`config.mk`:
```
export PLATFORM = sky130hd
export DESIGN_NAME = symbol_lock_ctrl
export DESIGN_NICKNAME = d
export VERILOG_FILES = /design/src/rtl/symbol_lock_ctrl.sv
export SDC_FILE = /design/constraint.sdc
export NUM_CORES = 1
export LEC_CHECK = 0
export BUFFER_PORTS_ARGS = -buffer_cell sky130_fd_sc_hd__buf_2
export CAP_MARGIN = 20
export CORE_MARGIN = 4
export CORE_UTILIZATION = 50
export DETAILED_ROUTE_END_ITERATION = 7
export GPL_ROUTABILITY_DRIVEN = 0
export HOLD_SLACK_MARGIN = 0.12
export PLACE_DENSITY = 0.73
export SKIP_LAST_GASP = 1
export SLEW_MARGIN = 20
export SYNTH_ARGS = -nofsm -noshare
export SYNTH_HDL_FRONTEND = slang
export SYNTH_SLANG_ARGS = --single-unit
```
`constraint.sdc`:
```
create_clock -name clk -period 3.35 [get_ports clk]
set_input_delay 0.5025 -clock clk [delete_from_list [all_inputs] [get_ports clk]]
set_output_delay 0.5025 -clock clk [all_outputs]
set_load 0.005 [all_outputs]
```
`src/rtl/symbol_lock_ctrl.sv`:
```
// Symbol-lock sequencer for the 8b/10b receive path: acquires lock on K28.5 COMs,
// tracks clustered errors while locked, and forwards decoded symbols only while locked.
module symbol_lock_ctrl #(
    parameter int ACQ_COM_CNT = 4,
    parameter int ERR_LIMIT   = 4,
    parameter int GOOD_RUN    = 16
) (
    input  logic        clk,
    input  logic        rst,
    input  logic        sym_valid,
    input  logic        dec_k,
    input  logic [7:0]  dec_data,
    input  logic        dec_err,
    input  logic        force_relock,
    output logic        sym_lock,
    output logic        lock_lost,
    output logic        rx_valid,
    output logic        rx_k,
    output logic [7:0]  rx_data,
    output logic        rx_err,
    output logic [1:0]  lock_state,
    output logic [15:0] err_total
);

    localparam int COM_W  = $clog2(ACQ_COM_CNT + 1);
    localparam int ERR_W  = $clog2(ERR_LIMIT + 1);
    localparam int GOOD_W = $clog2(GOOD_RUN + 1);

    localparam logic [COM_W-1:0]  COM_TARGET  = COM_W'(ACQ_COM_CNT);
    localparam logic [ERR_W-1:0]  ERR_TARGET  = ERR_W'(ERR_LIMIT);
    localparam logic [GOOD_W-1:0] GOOD_TARGET = GOOD_W'(GOOD_RUN);

    typedef enum logic [1:0] {
        ST_LOS    = 2'b00,
        ST_ACQ    = 2'b01,
        ST_LOCKED = 2'b10,
        ST_ERRCHK = 2'b11
    } state_t;

    state_t             state_q, state_d;
    logic [COM_W-1:0]   com_cnt_q, com_cnt_d;
    logic [ERR_W-1:0]   err_cnt_q, err_cnt_d;
    logic [GOOD_W-1:0]  good_cnt_q, good_cnt_d;
    logic               sym_lock_q, sym_lock_d;
    logic               lock_lost_q, lock_lost_d;
    logic               rx_valid_q, rx_valid_d;
    logic               rx_k_q, rx_k_d;
    logic [7:0]         rx_data_q, rx_data_d;
    logic               rx_err_q, rx_err_d;
    logic [15:0]        err_total_q, err_total_d;

    logic is_com;
    logic locked_now;

    assign is_com     = dec_k && (dec_data == 8'hBC) && !dec_err;
    assign locked_now = (state_q == ST_LOCKED) || (state_q == ST_ERRCHK);

    always_comb begin
        state_d     = state_q;
        com_cnt_d   = com_cnt_q;
        err_cnt_d   = err_cnt_q;
        good_cnt_d  = good_cnt_q;
        lock_lost_d = 1'b0;
        err_total_d = err_total_q;
        rx_valid_d  = sym_valid && locked_now;
        rx_k_d      = rx_k_q;
        rx_data_d   = rx_data_q;
        rx_err_d    = rx_err_q;

        if (sym_valid) begin
            rx_k_d    = dec_k;
            rx_data_d = dec_data;
            rx_err_d  = dec_err;
        end

        if (sym_valid && dec_err && locked_now && (err_total_q != 16'hFFFF)) begin
            err_total_d = err_total_q + 16'd1;
        end

        // A relock request wins over whatever the accepted symbol would have done.
        if (force_relock) begin
            state_d    = ST_LOS;
            com_cnt_d  = '0;
            err_cnt_d  = '0;
            good_cnt_d = '0;
        end else if (sym_valid) begin
            case (state_q)
                ST_LOS: begin
                    if (is_com) begin
                        state_d   = ST_ACQ;
                        com_cnt_d = COM_W'(1);
                    end
                end
                ST_ACQ: begin
                    if (dec_err) begin
                        state_d   = ST_LOS;
                        com_cnt_d = '0;
                    end else if (is_com) begin
                        if (com_cnt_q + COM_W'(1) == COM_TARGET) begin
                            state_d   = ST_LOCKED;
                            com_cnt_d = '0;
                        end else begin
                            com_cnt_d = com_cnt_q + COM_W'(1);
                        end
                    end
                end
                ST_LOCKED: begin
                    if (dec_err) begin
                        state_d    = ST_ERRCHK;
                        err_cnt_d  = ERR_W'(1);
                        good_cnt_d = '0;
                    end
                end
                ST_ERRCHK: begin
                    if (dec_err) begin
                        good_cnt_d = '0;
                        if (err_cnt_q + ERR_W'(1) == ERR_TARGET) begin
                            state_d     = ST_LOS;
                            err_cnt_d   = '0;
                            com_cnt_d   = '0;
                            lock_lost_d = 1'b1;
                        end else begin
                            err_cnt_d = err_cnt_q + ERR_W'(1);
                        end
                    end else if (good_cnt_q + GOOD_W'(1) == GOOD_TARGET) begin
                        // A full good run retires one outstanding error.
                        good_cnt_d = '0;
                        err_cnt_d  = err_cnt_q - ERR_W'(1);
                        if (err_cnt_q == ERR_W'(1)) begin
                            state_d = ST_LOCKED;
                        end
                    end else begin
                        good_cnt_d = good_cnt_q + GOOD_W'(1);
                    end
                end
                default: state_d = ST_LOS;
            endcase
        end

        sym_lock_d = (state_d == ST_LOCKED) || (state_d == ST_ERRCHK);
    end

    always_ff @(posedge clk or posedge rst) begin
        if (rst) begin
            state_q     <= ST_LOS;
            com_cnt_q   <= '0;
            err_cnt_q   <= '0;
            good_cnt_q  <= '0;
            sym_lock_q  <= 1'b0;
            lock_lost_q <= 1'b0;
            rx_valid_q  <= 1'b0;
            rx_k_q      <= 1'b0;
            rx_data_q   <= 8'h00;
            rx_err_q    <= 1'b0;
            err_total_q <= 16'h0000;
        end else begin
            state_q     <= state_d;
            com_cnt_q   <= com_cnt_d;
            err_cnt_q   <= err_cnt_d;
            good_cnt_q  <= good_cnt_d;
            sym_lock_q  <= sym_lock_d;
            lock_lost_q <= lock_lost_d;
            rx_valid_q  <= rx_valid_d;
            rx_k_q      <= rx_k_d;
            rx_data_q   <= rx_data_d;
            rx_err_q    <= rx_err_d;
            err_total_q <= err_total_d;
        end
    end

    assign sym_lock   = sym_lock_q;
    assign lock_lost  = lock_lost_q;
    assign rx_valid   = rx_valid_q;
    assign rx_k       = rx_k_q;
    assign rx_data    = rx_data_q;
    assign rx_err     = rx_err_q;
    assign lock_state = state_q;
    assign err_total  = err_total_q;

endmodule

```
Word-level counts from Yosys, hierarchy flattened --
Index checks and enable logic that the tools add are counted.
Word-level totals: bits of input ports 14, output and inout bits 31, flip-flop bits (word level) 42, logic and storage cells 88
Operators by class: mux-type cells 39, reductions and logical operators 16, equal/unequal tests 17, $add $sub $neg 5
Operators by type and width (number):
- 2-to-1 mux 3 bit | 14
- 2-to-1 mux 5 bit | 5
- 2-to-1 mux 2 bit | 11
- adder 16 x 1 -> 16 bit (second input constant) | 1
- inequality test 16 bit (second input constant) | 1
- case mux 5 bit (2 select lines) | 1
- inequality test 3 bit (second input constant) | 3
- case mux 3 bit (3 select lines) | 1
- equality test 2 bit (second input constant) | 4
- equality test 8 bit (second input constant) | 1
- case mux 2 bit (4 select lines) | 1
- adder 3 x 1 -> 3 bit (second input constant) | 2
- equality test 3 bit (second input constant) | 2
- logical AND 1 bit | 6
- case mux 3 bit (2 select lines) | 1
- AND reduction 6 bit | 1
- adder 5 x 1 -> 5 bit (second input constant) | 1
- equality test 5 bit (second input constant) | 1
- 2-to-1 mux 1 bit | 5
- inequality test 4 x 3 -> 1 bit (second input constant) | 1
- inequality test 4 bit (second input constant) | 1
- AND reduction 4 bit | 1
- nonzero test 4 bit | 1
- equality test 3 x 1 -> 1 bit (second input constant) | 1
- 9 further kinds | 10

Depth between registers and ports, before layout --
Gate-level depths: netlist (run 1).
depth after elaboration 10, gate-level depth with buffers 6, mapped depth without buffers 6

Least setup slack after synthesis (run 1) --
No wires, ideal clock.
path type input to register, start point input port dec_err, end point register com_cnt_q[1], buffers on the path 1, data arrival time 1521 ps, required time 3224 ps, library setup time 126 ps, path slack 1702 ps, stages on the path 5, path through buf_6 nor4b_4 or4b_1 nand3_1 o21ai_0
Between the ends: cells in the longest elaborated chain, start to end 4, elaborated cells on any way between the ends 10, classes of those cells eq/ne (3); mux (4); reduce/logical (3)
Ends and longest elaborated chain:
- start, declared | line 13 | input logic dec_err,
- 2-to-1 mux 3 bit or zero test 1 bit (tied branches) | line 95, 55
- case mux 3 bit (3 select lines) or logical AND 1 bit (tied branches) | line 87, 55
- 2-to-1 mux 3 bit (tied with other cells) | line 86 | end else if (sym_valid) begin
- 2-to-1 mux 3 bit or AND reduction 6 bit (tied branches)
- end signal, assigned | line 158 | com_cnt_q <= com_cnt_d;
- end, declared | line 41 | logic [COM_W-1:0] com_cnt_q, com_cnt_d;
Several ways; a longest one is shown, not always the timed one. The select of a mux whose other input is x is not followed. A chain may end at the register's enable or synchronous reset.

Final worst setup path (run 1) --
start point register good_cnt_q[1], end point register err_cnt_q[1]
Between the ends: cells in the longest elaborated chain, start to end 4
Ends and longest elaborated chain:
- start, declared | line 43 | logic [GOOD_W-1:0] good_cnt_q, good_cnt_d;
- start signal, assigned | line 160 | good_cnt_q <= good_cnt_d;
- adder 5 x 1 -> 5 bit | line 125 | end else if (good_cnt_q + GOOD_W'(1) == GOOD_TARGET) begin
- equality test 5 bit | line 125
- inequality test 4 x 3 -> 1 bit (no line)
- AND reduction 4 bit (no line)
- end signal, assigned | line 159 | err_cnt_q <= err_cnt_d;
- end, declared | line 42 | logic [ERR_W-1:0] err_cnt_q, err_cnt_d;
No other way between the ends.

==> results of run 1 <==
per-stage QoR:
stage / instance area (µm²) / std cells / utilization / power, mW
3_3_place_gp: 2524 / 305 / 0.5756 / 0.6103
6_report: 2666 / 313 / 0.6082 / 1.090
2_1_floorplan: 2275 / 216 / - / 0.5812
3_5_place_dp: 2524 / 305 / 0.5756 / 0.6119
5_1_grt: 2666 / 313 / 0.6082 / 1.135
4_1_cts: 2666 / 313 / 0.6082 / 1.103
power groups by stage:
| stage | clock [mW] | combinational, mW | sequential, mW |
|---|---|---|---|
| finish | 0.490 | 0.0743 | 0.526 |
| global route | 0.522 | 0.0842 | 0.528 |
| CTS | 0.501 | 0.0756 | 0.526 |
| detailed placement | 0 | 0.0754 | 0.537 |
| global placement | 0 | 0.0739 | 0.536 |
| floorplan | 0 | 0.0434 | 0.538 |
worst paths after layout:
path,from,slack [ns],to
worst max-delay path,good_cnt_q[1]$_DFFE_PP0P_,1.52,err_cnt_q[1]$_DFFE_PP0P_
worst min-delay path,rst,0.33,rx_k$_DFFE_PP0P_
worst max register to register,good_cnt_q[1]$_DFFE_PP0P_,1.52,err_cnt_q[1]$_DFFE_PP0P_
worst min register to register,rx_data[3]$_DFFE_PP0P_,0.50,rx_data[3]$_DFFE_PP0P_
max in group asynchronous,rst,2.67,err_cnt_q[0]$_DFFE_PP0P_
min in group clk,dec_data[4],0.46,rx_data[4]$_DFFE_PP0P_
metal layers:
layer / vias to the layer above / routed length (µm) / track usage
li1: 866 / - / -
met1: 883 / 2136 / 0.2385
met2: 32 / 2246 / 0.2943
met3: 6 / 236 / 0.04485
met4: 0 / 54 / 0.05825
met5: - / 0 / 0
critical path: cells and delay by family, from the launching register on:
kind	cells	cell delay, ns
AO/OA/AOI/OAI	1	0.41
AND/OR/NAND/NOR	2	0.32
adder cells (fa/ha/maj)	1	0.20
multiplexers	1	0.38
flip-flops	1	0.40
cell families (layout without fill, tap and decap cells):
| kind of cell | after synthesis | after routing | share of synthesized area |
|---|---|---|---|
| flip-flops | 42 | 42 | 0.4620 |
| AO/OA/AOI/OAI | 28 | 28 | 0.07866 |
| AND/OR/NAND/NOR | 88 | 88 | 0.2338 |
| multiplexers | 17 | 17 | 0.08471 |
| adder cells (fa/ha/maj) | 10 | 10 | 0.05501 |
| buffers and inverters | 18 | 63 | 0.03575 |
| XOR/XNOR | 13 | 13 | 0.05006 |
synthesized netlist by cell type (2+ instances only):
cell type / instances / share of area
sky130_fd_sc_hd__dfrtp_1: 42 / 0.46
sky130_fd_sc_hd__mux2_2: 14 / 0.069
sky130_fd_sc_hd__nand2_1: 14 / 0.023
sky130_fd_sc_hd__nand3_1: 14 / 0.031
sky130_fd_sc_hd__nor2_1: 14 / 0.023
sky130_fd_sc_hd__o21ai_0: 11 / 0.024
sky130_fd_sc_hd__ha_1: 10 / 0.055
sky130_fd_sc_hd__inv_1: 10 / 0.017
sky130_fd_sc_hd__nand4_1: 9 / 0.025
sky130_fd_sc_hd__nor3_1: 7 / 0.015
sky130_fd_sc_hd__xor2_1: 7 / 0.027
sky130_fd_sc_hd__xnor2_1: 6 / 0.023
sky130_fd_sc_hd__buf_2: 5 / 0.011
sky130_fd_sc_hd__a21oi_1: 4 / 0.0088
sky130_fd_sc_hd__and3_1: 4 / 0.011
sky130_fd_sc_hd__and2_1: 3 / 0.0083
sky130_fd_sc_hd__nand2b_1: 3 / 0.0083
sky130_fd_sc_hd__nor2b_1: 3 / 0.0083
sky130_fd_sc_hd__nor4_1: 3 / 0.0083
sky130_fd_sc_hd__a211oi_1: 2 / 0.0066
sky130_fd_sc_hd__a22o_1: 2 / 0.0077
sky130_fd_sc_hd__a31oi_1: 2 / 0.0055
sky130_fd_sc_hd__clkbuf_1: 2 / 0.0033
sky130_fd_sc_hd__mux2i_1: 2 / 0.0088
sky130_fd_sc_hd__nor3b_1: 2 / 0.0066
cell type report:
type                    count  area [µm²]
clock inverters             2       60.06
repair buffers             45       227.7
flip-flops and latches     42        1051
multi-input cells         156        1142
well taps                  52       65.06
clock buffers               6       82.58
fillers                   367        1718
inverters                  10       37.54
sequential cells by signal, indices dropped and copies added (netlist names):
register	flops
err_total	16
rx_data	8
good_cnt_q	5
com_cnt_q	3
err_cnt_q	3
lock_state	2
lock_lost	1
rx_err	1
rx_k	1
rx_valid	1
sym_lock	1
==> impl_metrics.prom, run 1 <==
# TYPE chip_impl_metric gauge
chip_impl_info{name="sort_of_element_at_the_start_of_the_critical_path",value="register"} 1
chip_impl_metric{name="grt_start_max_net_pins",unit=""} 43
chip_impl_metric{name="top_level_ports",unit=""} 45
chip_impl_metric{name="setup_tns_final",unit="ns"} 0
chip_impl_metric{name="finalSetupViolations",unit=""} 0
chip_impl_metric{name="worst_slew_margin_rel",unit=""} 0.5920
chip_impl_info{name="ys_dominant_reg_cell",value="sky130_fd_sc_hd__dfrtp_1"} 1
chip_impl_metric{name="synthesis.instances",unit=""} 216
chip_impl_metric{name="hpwlAfterDp",unit="mm"} 3.387
chip_impl_info{name="status",value="finished clean"} 1
chip_impl_metric{name="power-per-cell-area",unit="nW/µm²"} 408.7
chip_impl_info{name="critical-path-slowest-cell",value="sky130_fd_sc_hd__o21ai_0"} 1
chip_impl_metric{name="sequentialPowerShare",unit=""} 0.483
chip_impl_metric{name="clockPowerShare",unit=""} 0.449
chip_impl_metric{name="yosys_register_bits",unit=""} 42
chip_impl_metric{name="period_share",unit=""} 0.5470
chip_impl_metric{name="synth_nets",unit=""} 240
chip_impl_metric{name="drt_wl_total",unit="mm"} 4.673
chip_impl_metric{name="unique_cell_type_count_in_the_yosys_netlist",unit=""} 46
chip_impl_metric{name="grt_pass1_vias",unit=""} 1768
chip_impl_metric{name="port_buffers",unit=""} 44
chip_impl_metric{name="dp_worst_setup_slack",unit="ns"} 1.301
chip_impl_metric{name="avgSynthCellArea",unit="µm²"} 10.53
chip_impl_metric{name="final-hold-violation-count",unit=""} 0
chip_impl_info{name="clockRootBuffer",value="sky130_fd_sc_hd__clkbuf_8"} 1
chip_impl_metric{name="antenna_left",unit=""} 0
chip_impl_metric{name="htree_levels",unit=""} 2
chip_impl_metric{name="rows",unit=""} 24
chip_impl_metric{name="synth_edf_count",unit=""} 0
chip_impl_info{name="critical_path.cell_chain",value="ha_1 -> and2_1 -> nand4_1 -> o21ai_0 -> mux2_2"} 1
chip_impl_metric{name="yosysWarningCount",unit=""} 0
chip_impl_metric{name="post_cts.repair.setup_buffers",unit=""} 0
chip_impl_metric{name="floorplan.core_area",unit="µm²"} 4384
chip_impl_metric{name="ys_seq_area_frac",unit=""} 0.4620
chip_impl_metric{name="worst_ep_arrival_time",unit="ns"} 2.01
chip_impl_metric{name="cts_hold_buf",unit=""} 0
chip_impl_metric{name="layout-drive-gt1-share",unit=""} 0.2874
chip_impl_metric{name="post_synth_instance_area",unit="µm²"} 2275
chip_impl_metric{name="initial_antenna_violation_count",unit=""} 0
chip_impl_metric{name="p_comb_frac",unit=""} 0.068
chip_impl_metric{name="power.switching_fraction",unit=""} 0.2011
chip_impl_metric{name="die-height",unit="µm"} 75.45
chip_impl_metric{name="power.internal",unit="µW"} 870.7
chip_impl_metric{name="skew_pair_late_insertion_delay",unit="ns"} 0.29
chip_impl_metric{name="finalWorstPathRequiredPeriod",unit="ns"} 1.832
chip_impl_metric{name="cts_made_buffers",unit=""} 5
chip_impl_metric{name="antenna_diode_count",unit=""} 0
chip_impl_metric{name="dieArea",unit="µm²"} 5693
chip_impl_metric{name="peak_ir_drop_on_the_vdd_network",unit="µV"} 165.9
chip_impl_metric{name="drt_pass1_iterations",unit=""} 4
chip_impl_metric{name="power_switching",unit="µW"} 219.1
chip_impl_metric{name="p_leak",unit="nW"} 1.298
chip_impl_metric{name="crit_path_max_fanout",unit=""} 4
chip_impl_metric{name="grt_pass1_wl",unit="mm"} 7.962
chip_impl_metric{name="tightest_slew",unit="ns"} 0.6104
chip_impl_metric{name="finalClockSkew",unit="ns"} 0.003277
chip_impl_info{name="rsz0062_at_grt",value="false"} 1
chip_impl_info{name="min_path_type",value="in -> async"} 1
chip_impl_info{name="timing_worst_setup_path_type",value="reg -> reg"} 1
chip_impl_metric{name="areaGrowthSynthToFinish",unit="%"} 17.22
chip_impl_metric{name="reg2regPathDepth",unit=""} 5
chip_impl_info{name="tritoncts",value="done"} 1
chip_impl_info{name="worst_setup_path_end_kind",value="register"} 1
chip_impl_metric{name="worst_setup_hold_path_clk_slew",unit="ns"} 0.08
chip_impl_metric{name="detailedRoute.firstIterationViolations",unit=""} 124
chip_impl_metric{name="max_cap_violations",unit=""} 0
chip_impl_info{name="most_common_cell_after_layout_fill_and_taps_aside",value="sky130_fd_sc_hd__buf_2"} 1
chip_impl_metric{name="crit_required",unit="ns"} 3.53
chip_impl_metric{name="route.detailed.wl_per_inst",unit="µm"} 14.93
chip_impl_metric{name="cts_max_path_buffers",unit=""} 2
chip_impl_metric{name="maxSlewViolCount",unit=""} 0
chip_impl_metric{name="numClockSinks",unit=""} 42
chip_impl_metric{name="nNetsFinal",unit=""} 284
chip_impl_metric{name="setup_slack",unit="ns"} 1.518
chip_impl_metric{name="max_freq",unit="GHz"} 0.5457
chip_impl_metric{name="drc",unit=""} 0
chip_impl_metric{name="timing.critical_path.slowest_cell_delay",unit="ns"} 0.41
chip_impl_metric{name="holdWs",unit="ns"} 0.3313
chip_impl_metric{name="grt_use_total",unit=""} 0.1812
chip_impl_metric{name="grt_remaining_overflow",unit=""} 0
chip_impl_metric{name="num_vias",unit=""} 1787
chip_impl_metric{name="route.detailed.vias_per_inst",unit=""} 5.709
chip_impl_metric{name="starting_density_of_the_core",unit=""} 0.5188
chip_impl_metric{name="die_x",unit="µm"} 75.45
chip_impl_metric{name="postCtsResizedCells",unit=""} 0
chip_impl_info{name="mostFrequentLayoutCells",value="sky130_fd_sc_hd__buf_2, sky130_fd_sc_hd__dfrtp_1"} 1
chip_impl_metric{name="synthArstFlopShare",unit=""} 1.000
Power figures use the tool's default switching activity.
==> run 2, diff against run 1 <==
- CORE_UTILIZATION: 50 -> 49
- PLACE_DENSITY: 0.73 -> 0.75
- clock period: 3.35 -> 1.6 ns (I/O delays scaled with it)
==> run 2 against run 1 <==
  * Largest power group unchanged
  * First-iteration DRC count fell by 34%
  * Count of clock-buffer cells in the layout unchanged
  * Non-clock buffer count increased by 40
  * Critical path type unchanged
  * Sequential power is 110% higher
==> impl_metrics.prom, run 2 (synthesis results as in run 1) <==
# TYPE chip_impl_metric gauge
chip_impl_info{name="status",value="finished clean"} 1
chip_impl_metric{name="layout.cell_area.non_filler",unit="µm²"} 3007
chip_impl_metric{name="dieArea",unit="µm²"} 5797
chip_impl_info{name="clockRootBuffer",value="sky130_fd_sc_hd__clkbuf_8"} 1
chip_impl_metric{name="htree_levels",unit=""} 2
chip_impl_metric{name="post-layout-total-power",unit="mW"} 2.300
chip_impl_metric{name="peak_ir_drop_on_the_vdd_network",unit="µV"} 445.1
chip_impl_metric{name="reg2regPathDepth",unit=""} 5
chip_impl_metric{name="nNetsFinal",unit=""} 324
chip_impl_metric{name="tightest_slew",unit="ns"} 0.5136
chip_impl_metric{name="maxSlewViolCount",unit=""} 0
chip_impl_metric{name="crit_required",unit="ns"} 1.78
chip_impl_metric{name="grt_start_max_net_pins",unit=""} 43
chip_impl_metric{name="finalNonFillerCells",unit=""} 353
chip_impl_metric{name="worst_setup_hold_path_clk_slew",unit="ns"} 0.08
chip_impl_metric{name="final-hold-violation-count",unit=""} 0
chip_impl_metric{name="drt_pass1_iterations",unit=""} 4
chip_impl_metric{name="max_cap_violations",unit=""} 0
chip_impl_info{name="tritoncts",value="done"} 1
chip_impl_info{name="crit_path_start",value="good_cnt_q[0]$_DFFE_PP0P_"} 1
chip_impl_metric{name="cts_made_buffers",unit=""} 5
chip_impl_metric{name="grt_pass1_vias",unit=""} 1895
chip_impl_info{name="rsz0062_at_grt",value="true"} 1
chip_impl_metric{name="die_x",unit="µm"} 76.14
chip_impl_metric{name="finalClockSkew",unit="ns"} 0.007605
chip_impl_metric{name="p_leak",unit="nW"} 1.498
chip_impl_metric{name="drt_wl_total",unit="mm"} 5.016
chip_impl_metric{name="grt_use_total",unit=""} 0.1723
chip_impl_info{name="r2r_end",value="err_cnt_q[1]$_DFFE_PP0P_"} 1
chip_impl_info{name="sort_of_element_at_the_start_of_the_critical_path",value="register"} 1
chip_impl_metric{name="max_freq",unit="GHz"} 0.6414
chip_impl_metric{name="dp.cells",unit=""} 341
chip_impl_metric{name="power-per-cell-area",unit="nW/µm²"} 765.0
chip_impl_metric{name="layout-drive-gt1-share",unit=""} 0.4053
chip_impl_metric{name="antenna_diode_count",unit=""} 0
chip_impl_info{name="most_common_cell_after_layout_fill_and_taps_aside",value="sky130_fd_sc_hd__buf_2"} 1
chip_impl_metric{name="holdWs",unit="ns"} 0.1900
chip_impl_metric{name="period_share",unit=""} 0.9744
chip_impl_metric{name="top_level_ports",unit=""} 45
chip_impl_metric{name="route.detailed.wl_per_inst",unit="µm"} 14.21
chip_impl_metric{name="number_of_flip_flops_under_the_largest_register_name",unit=""} 16
chip_impl_metric{name="grt_pass1_wl",unit="mm"} 8.424
chip_impl_metric{name="antenna_left",unit=""} 0
chip_impl_metric{name="skew_pair_late_insertion_delay",unit="ns"} 0.29
chip_impl_info{name="timing_worst_setup_path_type",value="reg -> reg"} 1
chip_impl_metric{name="num_vias",unit=""} 1921
chip_impl_info{name="mostFrequentLayoutCells",value="sky130_fd_sc_hd__buf_2, sky130_fd_sc_hd__dfrtp_1, sky130_fd_sc_hd__buf_4"} 1
chip_impl_metric{name="die-height",unit="µm"} 76.14
chip_impl_metric{name="initial_antenna_violation_count",unit=""} 0
chip_impl_metric{name="finalWorstPathRequiredPeriod",unit="ns"} 1.559
chip_impl_metric{name="grt_remaining_overflow",unit=""} 0
chip_impl_metric{name="starting_density_of_the_core",unit=""} 0.5153
chip_impl_metric{name="numClockSinks",unit=""} 42
chip_impl_metric{name="worst_ep_arrival_time",unit="ns"} 1.74
chip_impl_info{name="worst_setup_path_end_kind",value="register"} 1
chip_impl_metric{name="route.detailed.vias_per_inst",unit=""} 5.442
chip_impl_metric{name="crit_path_max_fanout",unit=""} 3
chip_impl_metric{name="floorplan.core_area",unit="µm²"} 4414
chip_impl_metric{name="post_dp_cell_area",unit="µm²"} 2794
chip_impl_info{name="timing.critical_path.to",value="err_cnt_q[1]$_DFFE_PP0P_"} 1
chip_impl_info{name="min_path_type",value="in -> reg"} 1
chip_impl_metric{name="cts_max_path_buffers",unit=""} 2
chip_impl_metric{name="areaGrowthSynthToFinish",unit="%"} 32.18
chip_impl_metric{name="port_buffers",unit=""} 44
chip_impl_metric{name="finalSetupViolations",unit=""} 0
chip_impl_metric{name="drc",unit=""} 0
chip_impl_metric{name="hpwlAfterDp",unit="mm"} 3.718
chip_impl_metric{name="worst_slew_margin_rel",unit=""} 0.6576
chip_impl_metric{name="setup_tns_final",unit="ns"} 0
chip_impl_info{name="rr_startpoint",value="good_cnt_q[0]$_DFFE_PP0P_"} 1
chip_impl_metric{name="detailedRoute.firstIterationViolations",unit=""} 82
chip_impl_metric{name="rows",unit=""} 24
chip_impl_metric{name="flop_to_flop_setup_slack",unit="ns"} 0.04
run 2: cell count changes in the layout (fill, tap and decap cells not counted), sizes merged:
cell | previous run | this run
buf | 45 | 84
dlygate4sd3 | 0 | 1
run 2: worst min-delay path by stage:
stage / start / end / slack (ns) / cells after the start
after floorplan: dec_data[7] / rx_data[7]$_DFFE_PP0P_ / 0.39 / 1
after global placement: rst / rx_data[7]$_DFFE_PP0P_ / 0.39 / 3
after detailed placement: rst / rx_data[7]$_DFFE_PP0P_ / 0.40 / 3
after CTS: dec_data[0] / rx_data[0]$_DFFE_PP0P_ / 0.18 / 2
after global routing: dec_k / rx_k$_DFFE_PP0P_ / 0.19 / 2
final: dec_data[0] / rx_data[0]$_DFFE_PP0P_ / 0.19 / 2
run 2: timing repair:
action | 4_1_cts | 5_1_grt
pin swaps | 1 | 3
hold buffers | 1 | 0
resized for setup | 2 | 8
hold endpoints to repair | 42 | 0
setup endpoints to repair | 1 | 9
buffers inserted | 1 | 2
run 2: area by class of cell:
cell class                      count  area, µm²
Fill cell                         346       1408
Multi-Input combinational cell    156       1180
Sequential cell                    42       1051
Timing Repair Buffer               85      530.5
Clock buffer                        6      82.58
Tap cell                           52      65.06
Clock inverter                      2      60.06
Inverter                           10      37.54
run 2: where the power goes:
part	internal, mW	switching (mW)	leakage (nW)
clock	0.665	0.357	0.0714
combinational	0.0847	0.0922	0.870
sequential	1.09	0.0131	0.557
total	1.84	0.462	1.50
run 2: layer usage:
metal / vias up / wire (µm) / GRT usage
met3: 6 / 229 / 0.04019
met2: 40 / 2522 / 0.2945
li1: 943 / - / -
met1: 932 / 2198 / 0.2139
met5: - / 0 / 0
met4: 0 / 65 / 0.05594
run 2: stage by stage:
| stage | setup WS [ns] | util |
|---|---|---|
| 4_1_cts | 0.005340 | 0.6692 |
| 2_1_floorplan | 0.06694 | - |
| 3_5_place_dp | -0.01550 | 0.6329 |
| 3_3_place_gp | 0.0004878 | 0.6329 |
| 5_1_grt | -0.07974 | 0.6811 |
| 6_report | 0.04103 | 0.6811 |
run 2: critical path, cell delays in order (launching register included):
cell	delay, ns
sky130_fd_sc_hd__dfrtp_1	0.36
sky130_fd_sc_hd__ha_2	0.20
sky130_fd_sc_hd__and2_4	0.14
sky130_fd_sc_hd__nand4_1	0.15
sky130_fd_sc_hd__o21ai_2	0.25
sky130_fd_sc_hd__mux2_2	0.35
==> run 3, diff against run 2 <==
- ABC_AREA: not set -> 1
- GPL_TIMING_DRIVEN: not set -> 0
==> run 3 against run 2 <==
  * Worst setup slack better by 0.060 ns
  * Maximum frequency increased by 4.0%
  * Sequential cell count did not move
  * Clock power fell by 30%
  * Core utilization is 5.2 points lower
  * Critical path type unchanged
==> impl_metrics.prom, run 3 <==
# TYPE chip_impl_metric gauge
chip_impl_metric{name="layout-drive-gt1-share",unit=""} 0.2560
chip_impl_metric{name="initial_antenna_violation_count",unit=""} 0
chip_impl_metric{name="drt_pass1_iterations",unit=""} 4
chip_impl_metric{name="timing.critical_path.slowest_cell_delay",unit="ns"} 0.44
chip_impl_metric{name="drt_wl_total",unit="mm"} 4.844
chip_impl_metric{name="detailedRoute.firstIterationViolations",unit=""} 56
chip_impl_metric{name="sequentialPowerShare",unit=""} 0.526
chip_impl_metric{name="hpwlAfterDp",unit="mm"} 3.610
chip_impl_metric{name="maxSlewViolCount",unit=""} 0
chip_impl_info{name="critPathTopFamily",value="simple AND/OR/NAND/NOR gates"} 1
chip_impl_metric{name="nNetsFinal",unit=""} 359
chip_impl_metric{name="floorplan.core_area",unit="µm²"} 4444
chip_impl_info{name="timing_worst_setup_path_type",value="reg -> reg"} 1
chip_impl_metric{name="yosysWarningCount",unit=""} 0
chip_impl_metric{name="crit_required",unit="ns"} 1.82
chip_impl_metric{name="flop_to_flop_setup_slack",unit="ns"} 0.10
chip_impl_metric{name="reg2regPathDepth",unit=""} 8
chip_impl_metric{name="numClockSinks",unit=""} 42
chip_impl_metric{name="sequential_cell_area",unit="µm²"} 1054
chip_impl_metric{name="htree_levels",unit=""} 2
chip_impl_metric{name="grt_pass1_wl",unit="mm"} 8.224
chip_impl_metric{name="post_synth_instance_area",unit="µm²"} 2287
chip_impl_metric{name="avgSynthCellArea",unit="µm²"} 8.347
chip_impl_metric{name="period_share",unit=""} 0.9371
chip_impl_metric{name="power_switching",unit="µW"} 713.0
chip_impl_metric{name="dieArea",unit="µm²"} 5825
chip_impl_metric{name="cts_max_path_buffers",unit=""} 2
chip_impl_info{name="synth_top_cell_by_area",value="sky130_fd_sc_hd__dfrtp_1"} 1
chip_impl_metric{name="synth_largest_type_area_fraction",unit=""} 0.4595
chip_impl_metric{name="route.detailed.wl_per_inst",unit="µm"} 12.48
chip_impl_metric{name="p_comb_frac",unit=""} 0.181
chip_impl_metric{name="skew_pair_late_insertion_delay",unit="ns"} 0.29
chip_impl_metric{name="ys_seq_area_frac",unit=""} 0.4595
chip_impl_metric{name="starting_density_of_the_core",unit=""} 0.5146
chip_impl_info{name="r2r_end",value="err_total[0]$_DFFE_PP0P_"} 1
chip_impl_info{name="most_common_cell_after_layout_fill_and_taps_aside",value="sky130_fd_sc_hd__nand2_1"} 1
chip_impl_metric{name="final-hold-violation-count",unit=""} 0
chip_impl_metric{name="grt_pass1_vias",unit=""} 1874
chip_impl_metric{name="cp_num_buf_inv",unit=""} 2
chip_impl_info{name="critical-path-slowest-cell",value="sky130_fd_sc_hd__dfrtp_1"} 1
chip_impl_metric{name="cts_made_buffers",unit=""} 5
chip_impl_info{name="most_used_standard_cell_by_instance_count_after_synthesis",value="sky130_fd_sc_hd__nand2_1"} 1
chip_impl_metric{name="post-layout-total-power",unit="mW"} 2.426
chip_impl_metric{name="layout.cell_area.non_filler",unit="µm²"} 2796
chip_impl_info{name="rr_startpoint",value="err_total[1]$_DFFE_PP0P_"} 1
chip_impl_info{name="min_from",value="dec_data[7]"} 1
chip_impl_metric{name="top_level_ports",unit=""} 45
chip_impl_metric{name="yosys_register_bits",unit=""} 42
chip_impl_info{name="rsz0062_at_grt",value="true"} 1
chip_impl_metric{name="port_buffers",unit=""} 43
chip_impl_info{name="ys_top_cells_by_area",value="sky130_fd_sc_hd__dfrtp_1, sky130_fd_sc_hd__nand2_1, sky130_fd_sc_hd__ha_1, sky130_fd_sc_hd__inv_1, sky130_fd_sc_hd__nand3_1"} 1
chip_impl_metric{name="synth_edf_count",unit=""} 0
chip_impl_metric{name="worst_ep_arrival_time",unit="ns"} 1.72
chip_impl_metric{name="peak_ir_drop_on_the_vdd_network",unit="µV"} 654.7
chip_impl_info{name="path_common_cell",value="sky130_fd_sc_hd__buf_4"} 1
chip_impl_metric{name="die_x",unit="µm"} 76.32
chip_impl_metric{name="tightest_slew",unit="ns"} 0.5010
chip_impl_metric{name="drc",unit=""} 0
chip_impl_metric{name="grt_remaining_overflow",unit=""} 0
chip_impl_info{name="tritoncts",value="done"} 1
chip_impl_metric{name="grt_use_total",unit=""} 0.1726
chip_impl_metric{name="post_dp_cell_area",unit="µm²"} 2595
chip_impl_info{name="mostFrequentLayoutCells",value="sky130_fd_sc_hd__nand2_1, sky130_fd_sc_hd__buf_2, sky130_fd_sc_hd__dfrtp_1"} 1
chip_impl_metric{name="grt_start_max_net_pins",unit=""} 23
chip_impl_metric{name="power-per-cell-area",unit="nW/µm²"} 867.4
chip_impl_metric{name="areaGrowthSynthToFinish",unit="%"} 22.26
chip_impl_metric{name="worst_slew_margin_rel",unit=""} 0.6655
chip_impl_metric{name="max_cap_violations",unit=""} 0
chip_impl_metric{name="power.switching_fraction",unit=""} 0.2939
chip_impl_metric{name="max_freq",unit="GHz"} 0.6670
chip_impl_info{name="post_synth_most_frequent_cells",value="sky130_fd_sc_hd__nand2_1, sky130_fd_sc_hd__dfrtp_1, sky130_fd_sc_hd__inv_1, sky130_fd_sc_hd__nor2_1, sky130_fd_sc_hd__nand3_1"} 1
chip_impl_metric{name="die-height",unit="µm"} 76.32
chip_impl_metric{name="finalWorstPathRequiredPeriod",unit="ns"} 1.499
chip_impl_metric{name="number_of_flip_flops_under_the_largest_register_name",unit=""} 16
chip_impl_metric{name="worst_setup_hold_path_clk_slew",unit="ns"} 0.08
chip_impl_metric{name="synthesis.instances",unit=""} 274
chip_impl_info{name="min_path_type",value="in -> reg"} 1
chip_impl_metric{name="num_vias",unit=""} 1975
chip_impl_info{name="status",value="finished clean"} 1
chip_impl_metric{name="post-route-util",unit=""} 0.6292
chip_impl_info{name="critical_path.cell_chain",value="ha_4 -> nand3_4 -> nor2_4 -> nand3_2 -> nand2_4 -> buf_4 -> buf_4 -> xnor2_1"} 1
chip_impl_metric{name="unique_cell_type_count_in_the_yosys_netlist",unit=""} 33
chip_impl_metric{name="antenna_left",unit=""} 0
chip_impl_info{name="timing.critical_path.to",value="err_total[0]$_DFFE_PP0P_"} 1
chip_impl_metric{name="crit_path_max_fanout",unit=""} 7
chip_impl_metric{name="filler_cell_count",unit=""} 395
chip_impl_metric{name="synth_nets",unit=""} 298
chip_impl_metric{name="route.detailed.vias_per_inst",unit=""} 5.090
chip_impl_metric{name="setup_slack",unit="ns"} 0.1006
chip_impl_metric{name="rows",unit=""} 24
chip_impl_info{name="worst_setup_path_end_kind",value="register"} 1
chip_impl_info{name="sort_of_element_at_the_start_of_the_critical_path",value="register"} 1
chip_impl_metric{name="dp_worst_setup_slack",unit="ns"} 0.04728
chip_impl_info{name="ys_dominant_reg_cell",value="sky130_fd_sc_hd__dfrtp_1"} 1
chip_impl_metric{name="synthArstFlopShare",unit=""} 1.000
chip_impl_metric{name="finalClockSkew",unit="ns"} 0.007876
chip_impl_metric{name="power.internal",unit="mW"} 1.713
chip_impl_metric{name="p_leak",unit="nW"} 1.411
chip_impl_info{name="crit_path_start",value="err_total[1]$_DFFE_PP0P_"} 1
chip_impl_metric{name="setup_tns_final",unit="ns"} 0
chip_impl_info{name="clockRootBuffer",value="sky130_fd_sc_hd__clkbuf_8"} 1
chip_impl_metric{name="finalSetupViolations",unit=""} 0
chip_impl_metric{name="cp.depth",unit=""} 8
chip_impl_metric{name="clockPowerShare",unit=""} 0.293
chip_impl_metric{name="antenna_diode_count",unit=""} 0
chip_impl_metric{name="multiInputGateArea",unit="µm²"} 1110
-- run 3: changes by cell type after synthesis, sizes merged, moves of 6 or more --
cell,delta
inv,+22
nand2,+69
o21ai,+6
mux2,-15
-- run 3: final cells by class --
cell class / instances / share of cell area
Multi-Input combinational cell: 196 / 0.3969
Sequential cell: 42 / 0.3767
Timing Repair Buffer: 54 / 0.1163
Inverter: 33 / 0.04609
Clock buffer: 6 / 0.02953
Tap cell: 52 / 0.02327
Buffer: 3 / 0.006711
Clock inverter: 2 / 0.004474
-- run 3: worst min-delay path, cell delays in order --
cell	delay (ns)
sky130_fd_sc_hd__buf_2	0.09
sky130_fd_sc_hd__nand2_1	0.04
sky130_fd_sc_hd__nand2_1	0.05
-- run 3: timing repair --
action | CTS | global route
hold endpoints to repair | 21 | 1
buffers inserted | 0 | 7
setup endpoints to repair | 0 | 17
hold buffers | 2 | 1
gates resized for setup | 0 | 7
-- run 3: worst min-delay path by stage --
stage                                    endpoint  slack [ns]  cells past startpoint
after detailed placement   rx_data[4]$_DFFE_PP0P_        0.30                      2
after floorplan           lock_state[1]$_DFF_PP0_        0.31                      1
final                      rx_data[7]$_DFFE_PP0P_        0.16                      3
after CTS                      sym_lock$_DFF_PP0_        0.12                      2
after global placement    lock_state[1]$_DFF_PP0_        0.43                      2
after global routing       rx_data[3]$_DFFE_PP0P_        0.16                      3
-- run 3: metrics by stage --
| step | std cells | hold WS [ns] |
|---|---|---|
| after global placement | 369 | 0.4269 |
| after floorplan | 274 | 0.3064 |
| after global routing | 388 | 0.1639 |
| after detailed placement | 370 | 0.2982 |
| final | 388 | 0.1624 |
| after CTS | 380 | 0.1217 |
-- run 3: kinds of logic after synthesis --
| family | share of synthesized area |
|---|---|
| flip-flops | 0.4595 |
| XOR/XNOR | 0.05361 |
| buffers and inverters | 0.06455 |
| AND/OR/NAND/NOR | 0.2894 |
| AO/OA/AOI/OAI | 0.07823 |
| adder cells (fa/ha/maj) | 0.05470 |
-- run 3: power groups by stage --
stage	combinational (mW)	clock, mW	sequential [mW]
6_report	0.439	0.710	1.28
5_1_grt	0.493	0.794	1.29
4_1_cts	0.384	0.739	1.27
3_3_place_gp	0.359	0	1.29
3_5_place_dp	0.379	0	1.29
2_1_floorplan	0.216	0	1.28
-- run 3: layer usage --
metal	part of all wire	track usage	routed length, µm
met5	0	0	0
met4	0.014	0.07428	69
met3	0.047	0.04255	230
met2	0.48	0.2900	2349
met1	0.45	0.2102	2195
